--- src/rtl/operand_fetch.sv ---
// Issue stage between decode and execute: reads both source operands from the
// register file, snoops writeback so operands never go stale, and hands them to execute.
module operand_fetch #(
  parameter int XLEN         = 32,
  parameter int ADDR_BITS    = 4,
  parameter int PAYLOAD_BITS = 40
) (
  input  logic                    clk,
  input  logic                    reset,
  input  logic                    in_valid,
  output logic                    in_ready,
  input  logic [ADDR_BITS-1:0]    in_rs1,
  input  logic [ADDR_BITS-1:0]    in_rs2,
  input  logic [PAYLOAD_BITS-1:0] in_payload,
  output logic                    rf_read_en_n,
  output logic [ADDR_BITS-1:0]    rf_read_addr_a,
  output logic [ADDR_BITS-1:0]    rf_read_addr_b,
  input  logic [XLEN-1:0]         rf_read_data_a,
  input  logic [XLEN-1:0]         rf_read_data_b,
  input  logic                    wb_valid,
  input  logic [ADDR_BITS-1:0]    wb_addr,
  input  logic [XLEN-1:0]         wb_data,
  output logic                    out_valid,
  input  logic                    out_ready,
  output logic [XLEN-1:0]         out_rs1_data,
  output logic [XLEN-1:0]         out_rs2_data,
  output logic [PAYLOAD_BITS-1:0] out_payload
);

  typedef enum logic [1:0] {IDLE, FETCH, VALID} state_e;

  state_e                  state_q;
  logic [ADDR_BITS-1:0]    rs1_q, rs2_q;
  logic [PAYLOAD_BITS-1:0] payload_q;
  logic                    bypHit1_q, bypHit2_q;
  logic [XLEN-1:0]         bypData1_q, bypData2_q;
  logic [XLEN-1:0]         op1_q, op2_q, op1_d, op2_d;
  logic                    outValid_q;

  logic inReady, accept;
  logic acceptHit1, acceptHit2;
  logic wbHit1, wbHit2;

  assign inReady = (state_q == IDLE) | ((state_q == VALID) & out_ready);
  assign accept  = in_valid & inReady & ~reset;

  assign in_ready       = inReady;
  assign rf_read_en_n   = ~accept;
  assign rf_read_addr_a = in_rs1;
  assign rf_read_addr_b = in_rs2;

  // The register file returns the pre-write value when a write lands on the accept
  // edge, so that write is remembered here and replayed during FETCH.
  assign acceptHit1 = wb_valid & (wb_addr == in_rs1) & (in_rs1 != '0);
  assign acceptHit2 = wb_valid & (wb_addr == in_rs2) & (in_rs2 != '0);

  assign wbHit1 = wb_valid & (wb_addr == rs1_q) & (rs1_q != '0);
  assign wbHit2 = wb_valid & (wb_addr == rs2_q) & (rs2_q != '0);

  function automatic logic [XLEN-1:0] fetchOperand(
    input logic [ADDR_BITS-1:0] rs,
    input logic                 wbHit,
    input logic [XLEN-1:0]      wbData,
    input logic                 bypHit,
    input logic [XLEN-1:0]      bypData,
    input logic [XLEN-1:0]      rfData
  );
    if (rs == '0)  return '0;
    if (wbHit)     return wbData;
    if (bypHit)    return bypData;
    return rfData;
  endfunction

  // Operands load in FETCH and afterwards only follow writebacks to their register.
  always_comb begin
    op1_d = op1_q;
    op2_d = op2_q;
    unique case (state_q)
      FETCH: begin
        op1_d = fetchOperand(rs1_q, wbHit1, wb_data, bypHit1_q, bypData1_q, rf_read_data_a);
        op2_d = fetchOperand(rs2_q, wbHit2, wb_data, bypHit2_q, bypData2_q, rf_read_data_b);
      end
      VALID: begin
        if (wbHit1) op1_d = wb_data;
        if (wbHit2) op2_d = wb_data;
      end
      default: ;
    endcase
  end

  always_ff @(posedge clk or posedge reset) begin
    if (reset) begin
      state_q    <= IDLE;
      outValid_q <= 1'b0;
      rs1_q      <= '0;
      rs2_q      <= '0;
      payload_q  <= '0;
      bypHit1_q  <= 1'b0;
      bypHit2_q  <= 1'b0;
      bypData1_q <= '0;
      bypData2_q <= '0;
      op1_q      <= '0;
      op2_q      <= '0;
    end else begin
      op1_q <= op1_d;
      op2_q <= op2_d;
      if (accept) begin
        rs1_q      <= in_rs1;
        rs2_q      <= in_rs2;
        payload_q  <= in_payload;
        bypHit1_q  <= acceptHit1;
        bypHit2_q  <= acceptHit2;
        bypData1_q <= wb_data;
        bypData2_q <= wb_data;
      end
      unique case (state_q)
        IDLE: begin
          outValid_q <= 1'b0;
          if (accept) state_q <= FETCH;
        end
        FETCH: begin
          state_q    <= VALID;
          outValid_q <= 1'b1;
        end
        VALID: begin
          if (out_ready) begin
            state_q    <= accept ? FETCH : IDLE;
            outValid_q <= 1'b0;
          end
        end
        default: begin
          state_q    <= IDLE;
          outValid_q <= 1'b0;
        end
      endcase
    end
  end

  assign out_valid    = outValid_q;
  assign out_rs1_data = op1_q;
  assign out_rs2_data = op2_q;
  assign out_payload  = payload_q;

endmodule

--- config.mk ---
export PLATFORM = sky130hd
export DESIGN_NAME = operand_fetch
export DESIGN_NICKNAME = d
export VERILOG_FILES = /design/src/rtl/operand_fetch.sv
export SDC_FILE = /design/constraint.sdc
export NUM_CORES = 1
export LEC_CHECK = 0
export CAP_MARGIN = 20
export CORE_ASPECT_RATIO = 1.75
export CORE_UTILIZATION = 50
export CTS_CLUSTER_SIZE = 25
export DETAILED_ROUTE_END_ITERATION = 16
export GPL_ROUTABILITY_DRIVEN = 0
export HOLD_SLACK_MARGIN = 0.12
export PLACE_DENSITY = 0.86
export SETUP_SLACK_MARGIN = 0.02
export SYNTH_ARGS = -nofsm -noshare
export SYNTH_HDL_FRONTEND = slang
export SYNTH_SLANG_ARGS = --single-unit
--- constraint.sdc ---
create_clock -name clk -period 13.05 [get_ports clk]
set_input_delay 1.305 -clock clk [delete_from_list [all_inputs] [get_ports clk]]
set_output_delay 1.305 -clock clk [all_outputs]
set_load 0.05 [all_outputs]
* Word level (Yosys, flattened, before mapping)
Index checks and enable logic that the tools add are counted.
W data, S select, Z words.
** Operators by class
- Reduce and logical (&&, ||, !) cells :: 11
- Order comparisons :: 0
- Add/sub/neg operators :: 0
- Multipliers :: 0
- Shift operators :: 0
- Equality and inequality tests :: 10
- Divide/modulo/power cells :: 0
- Multiplexer cells :: 40
- Bitwise logic cells :: 14
** Operators by type and width (count)
- $mux W32 :: 14
- $pmux W32 S2 :: 2
- $mux W1 :: 20
- $eq A4 B4 Y1 :: 4
- $reduce_bool A4 Y1 :: 4
- $and A1 B1 Y1 :: 11
- $logic_not A4 Y1 :: 2
- $ne A2 B2 Y1 const B :: 4
- $pmux W2 S3 :: 1
- $reduce_and A2 Y1 :: 3
- $mux W2 :: 2
- $eq A2 B1 Y1 const B :: 1
- $eq A2 B2 Y1 const B :: 1
- $logic_not A2 Y1 :: 1
- $not A1 Y1 :: 2
- $pmux W1 S2 :: 1
- $reduce_bool A2 Y1 :: 1
- $or A1 B1 Y1 :: 1
** Storage, ports and cells
- Word-level logic and storage cells :: 85
- Input port bits :: 153
- Latch bits :: 0
- Bits in registers :: 149
- Output and inout port bits :: 115
- Memories kept :: 0
- Memory bits (read-only) :: 0
- RAM bits :: 0

* Logic depth before layout (Yosys ltp)
- Depth after elaboration :: 13
- Depth in mapped cells :: 9

* Worst setup path after synthesis
No wires, ideal clock.
- Path kind :: in2out
- Start :: in reset
- End :: out rf_read_en_n
- Path slack :: 6189 ps
- Stages on the path :: 3
- Arrival :: 5556 ps
- Required time :: 11745 ps
- Path through :: inv_1 -> nand3_1 -> clkbuf_1
** On the way
- Longest elaborated chain between the ends :: 3
** RTL lines
- from (decl) :: RTL line 9 : input logic reset,
- $not A1 Y1 :: RTL line 45 : assign accept = in_valid & inReady & ~reset;
- $and A1 B1 Y1 :: RTL line 45
- $not A1 Y1 :: RTL line 48 : assign rf_read_en_n = ~accept;
- to (decl) :: RTL line 15 : output logic rf_read_en_n,
No other way between the ends.

* Final worst setup path
Same ends and word-level chain as after synthesis.

==> impl_metrics.toml <==
[layout]
final_area_um2 = 11500
final_cell_mix = "nand2_1 (271), clkdlybuf4s50_1 (267), dfrtp_1 (145)"
nNetsFinal = 1246
layout_commonest_cell = "nand2_1"
drive_gt1_share_pct = 10.7
syn_to_final_growth_pct = 38.8

[placement]
dp_worst_setup_slack_ns = 7.64
io_buffers = 267
dp_hpwl_um = 17400
dpl_cell_area_um2 = 10900

[power_and_ir_drop]
power.leakage_nw = 4.73
ir_drop_mv = 0.0992
p_per_area_nw_per_um2 = 183

[timing]
tightest_slew_ns = 1.14
finalMaxSlewViolations = 0
setup_tns_ns = 0
timing.fmax_mhz = 187
rsz0062_at_grt = "false"
timing.final.crit_period_ns = 5.35
setup_violations = 0
hold_viol = 0
finalCritPeriodShare_pct = 41.0
finalClockSkew_ns = 0.0123
slew_headroom_pct = 24.1
fin_ws_ns = 7.70

[yosys]
synthSimpleGateAreaFrac_pct = 16.0
synth_cell_type_count = 46
syn_nets = 1037
synthMuxAreaShare_pct = 11.4
synth_area_um2 = 8260
synth_compound_area_share_pct = 20.6
synth_edf_count = 0
synthCells = 884
synthAdderAreaFrac_pct = 0
synth-xor-area-share_pct = 1.59
yosys_most_used_dff = "dfrtp_1"
yosys_warnings = 0
ys_ff_latch = 149
syn_area_per_cell_um2 = 9.35
yosysSeqAreaShare_pct = 45.1
ys_async_sr_fraction_pct = 100
synth_top_family_by_area = "compound AO/OA/AOI/OAI gates"

[floorplanning]
die_y_um = 172
coreArea_um2 = 16000
start_util_pct = 51.6
dieArea_um2 = 17100
rows = 61
die_w_um = 99.2
ioPinCount = 268

[setup_path]
worstPathArrival_ns = 4.05
crit_path_start_kind = "input port"
end_kind = "primary output"
rrSetupSlack_ns = 9.99
required_ns = 11.74
crit_fanout = 85
critical_path_class = "in -> out"

[detailed_routing]
vias = 8036
vias_per_cell = 6.19
drc = 0
wire_per_inst_um = 20.7
drt_iter0_markers = 608
firstDrtPassIters = 5
routed_wl_um = 26900
ant_nets = 0

[grt]
gr-total-overflow = 0
grt_max_degree = 116
first_global_vias = 8314
grt_pass1_wl_um = 41500
grt_usage_pct = 31.3
antenna_found_initial = 3

[worst_hold_path]
hp-class = "reg -> reg"

[cts]
ctsResizeCount = 0
clock_path_buffers = 2
cts_made_buffers = 17
root_buffer = "clkbuf_16"
path_clk_slew_ns = 0.07
tritoncts = "yes"
cts_num_sinks = 149
h-tree-depth = 4
cts_hold_buf = 0
clock_latency_ns = 0.43
postCtsSetupRepairBufs = 0

[flow_run]
drv_cap = 0

[outcome]
status = "completed"
-- area by class of cell --
cell class                      instances  area [um2]
Inverter                                4        20.0
Multi-Input combinational cell        644        4120
Clock buffer                           19         443
Tap cell                              189         236
Sequential cell                       149        3740
Clock inverter                         13         146
Antenna cell                            3        7.51
Fill cell                            1180        4550
Timing Repair Buffer                  277        2770
-- state kept, by name, summed over array words and instances, names as in the netlist --
register      count
bypData2_q       32
bypHit1_q         1
bypHit2_q         1
out_payload      40
out_rs1_data     32
out_rs2_data     32
out_valid         1
rs1_q             4
rs2_q             4
state_q           2
-- cells in the mapped netlist, types with 2 or more instances --
master | instances | share of area [%]
or2_1 | 2 | 0.15
a221oi_1 | 15 | 1.6
nand4_1 | 2 | 0.15
a32o_1 | 2 | 0.24
nor3b_1 | 2 | 0.18
o221a_2 | 15 | 2.0
buf_4 | 16 | 1.5
nand3_1 | 2 | 0.12
a21boi_0 | 31 | 2.8
nor3_1 | 4 | 0.24
buf_6 | 2 | 0.27
mux2i_1 | 38 | 4.6
mux2_2 | 39 | 5.3
nor2_1 | 3 | 0.14
clkbuf_1 | 48 | 2.2
o211ai_1 | 47 | 4.3
mux2_4 | 8 | 1.5
xor2_1 | 6 | 0.64
nor2_2 | 2 | 0.15
buf_2 | 17 | 1.0
a31oi_1 | 15 | 1.1
a21oi_1 | 2 | 0.12
nand2b_1 | 2 | 0.15
inv_1 | 3 | 0.14
buf_1 | 3 | 0.14
nand2_1 | 271 | 12
xnor2_1 | 9 | 0.95
nor4_2 | 2 | 0.30
o32ai_1 | 15 | 1.6
or3_1 | 2 | 0.15
nor2b_1 | 16 | 1.2
a2bb2oi_1 | 31 | 3.3
dfrtp_1 | 149 | 45
a32oi_1 | 3 | 0.32
nor4_1 | 2 | 0.15
o21ai_0 | 48 | 2.9
-- power breakdown --
group / switching [mW] / total [mW] / internal [mW]
logic: 0.579 / 0.921 / 0.342
clock network: 0.208 / 0.497 / 0.289
registers: 0.104 / 0.683 / 0.579
total: 0.891 / 2.10 / 1.21
-- logic make-up (layout without fill, tap and decap cells) --
logic type | count (synthesis) | after routing
compound gates | 227 | 227
xor+xnor | 15 | 15
buf+inv | 91 | 313
flops | 149 | 149
mux | 85 | 85
other cells | 0 | 3
simple gates | 317 | 317
-- critical path, cell delays in order --
cell             delay, ns
clkdlybuf4s50_1       0.47
inv_6                 0.57
nand3_4               0.74
clkdlybuf4s50_1       0.92
-- stage by stage --
stage          std cells  total power, mW  hold slack, ns  util, %
2_1_floorplan        884             1.27           0.462        -
3_3_place_gp        1262             1.58           0.457     67.7
3_5_place_dp        1262             1.60           0.462     67.7
4_1_cts             1294             2.10           0.477     71.4
5_1_grt             1298             2.18           0.505     71.6
6_report            1298             2.10           0.471     71.6
-- final timing paths --
path | to | start | depth (start not counted)
max in group asynchronous | state_q[0] | reset | 3
hold reg to reg | out_payload[30] | out_payload[30] | 2
setup / recovery | rf_read_en_n | reset | 4
hold / removal | out_payload[30] | out_payload[30] | 2
setup reg to reg | out_rs2_data[3] | state_q[1] | 6
min in group asynchronous | out_payload[35] | reset | 2
-- per-layer routing --
layer	vias up	global-route usage (%)	wire length, um
li1	3557	-	-
met1	3931	34.6	9680
met2	444	54.6	13700
met3	104	6.63	2090
met4	0	19.9	1380
met5	-	0	0
(Power assumes the default switching activity.)
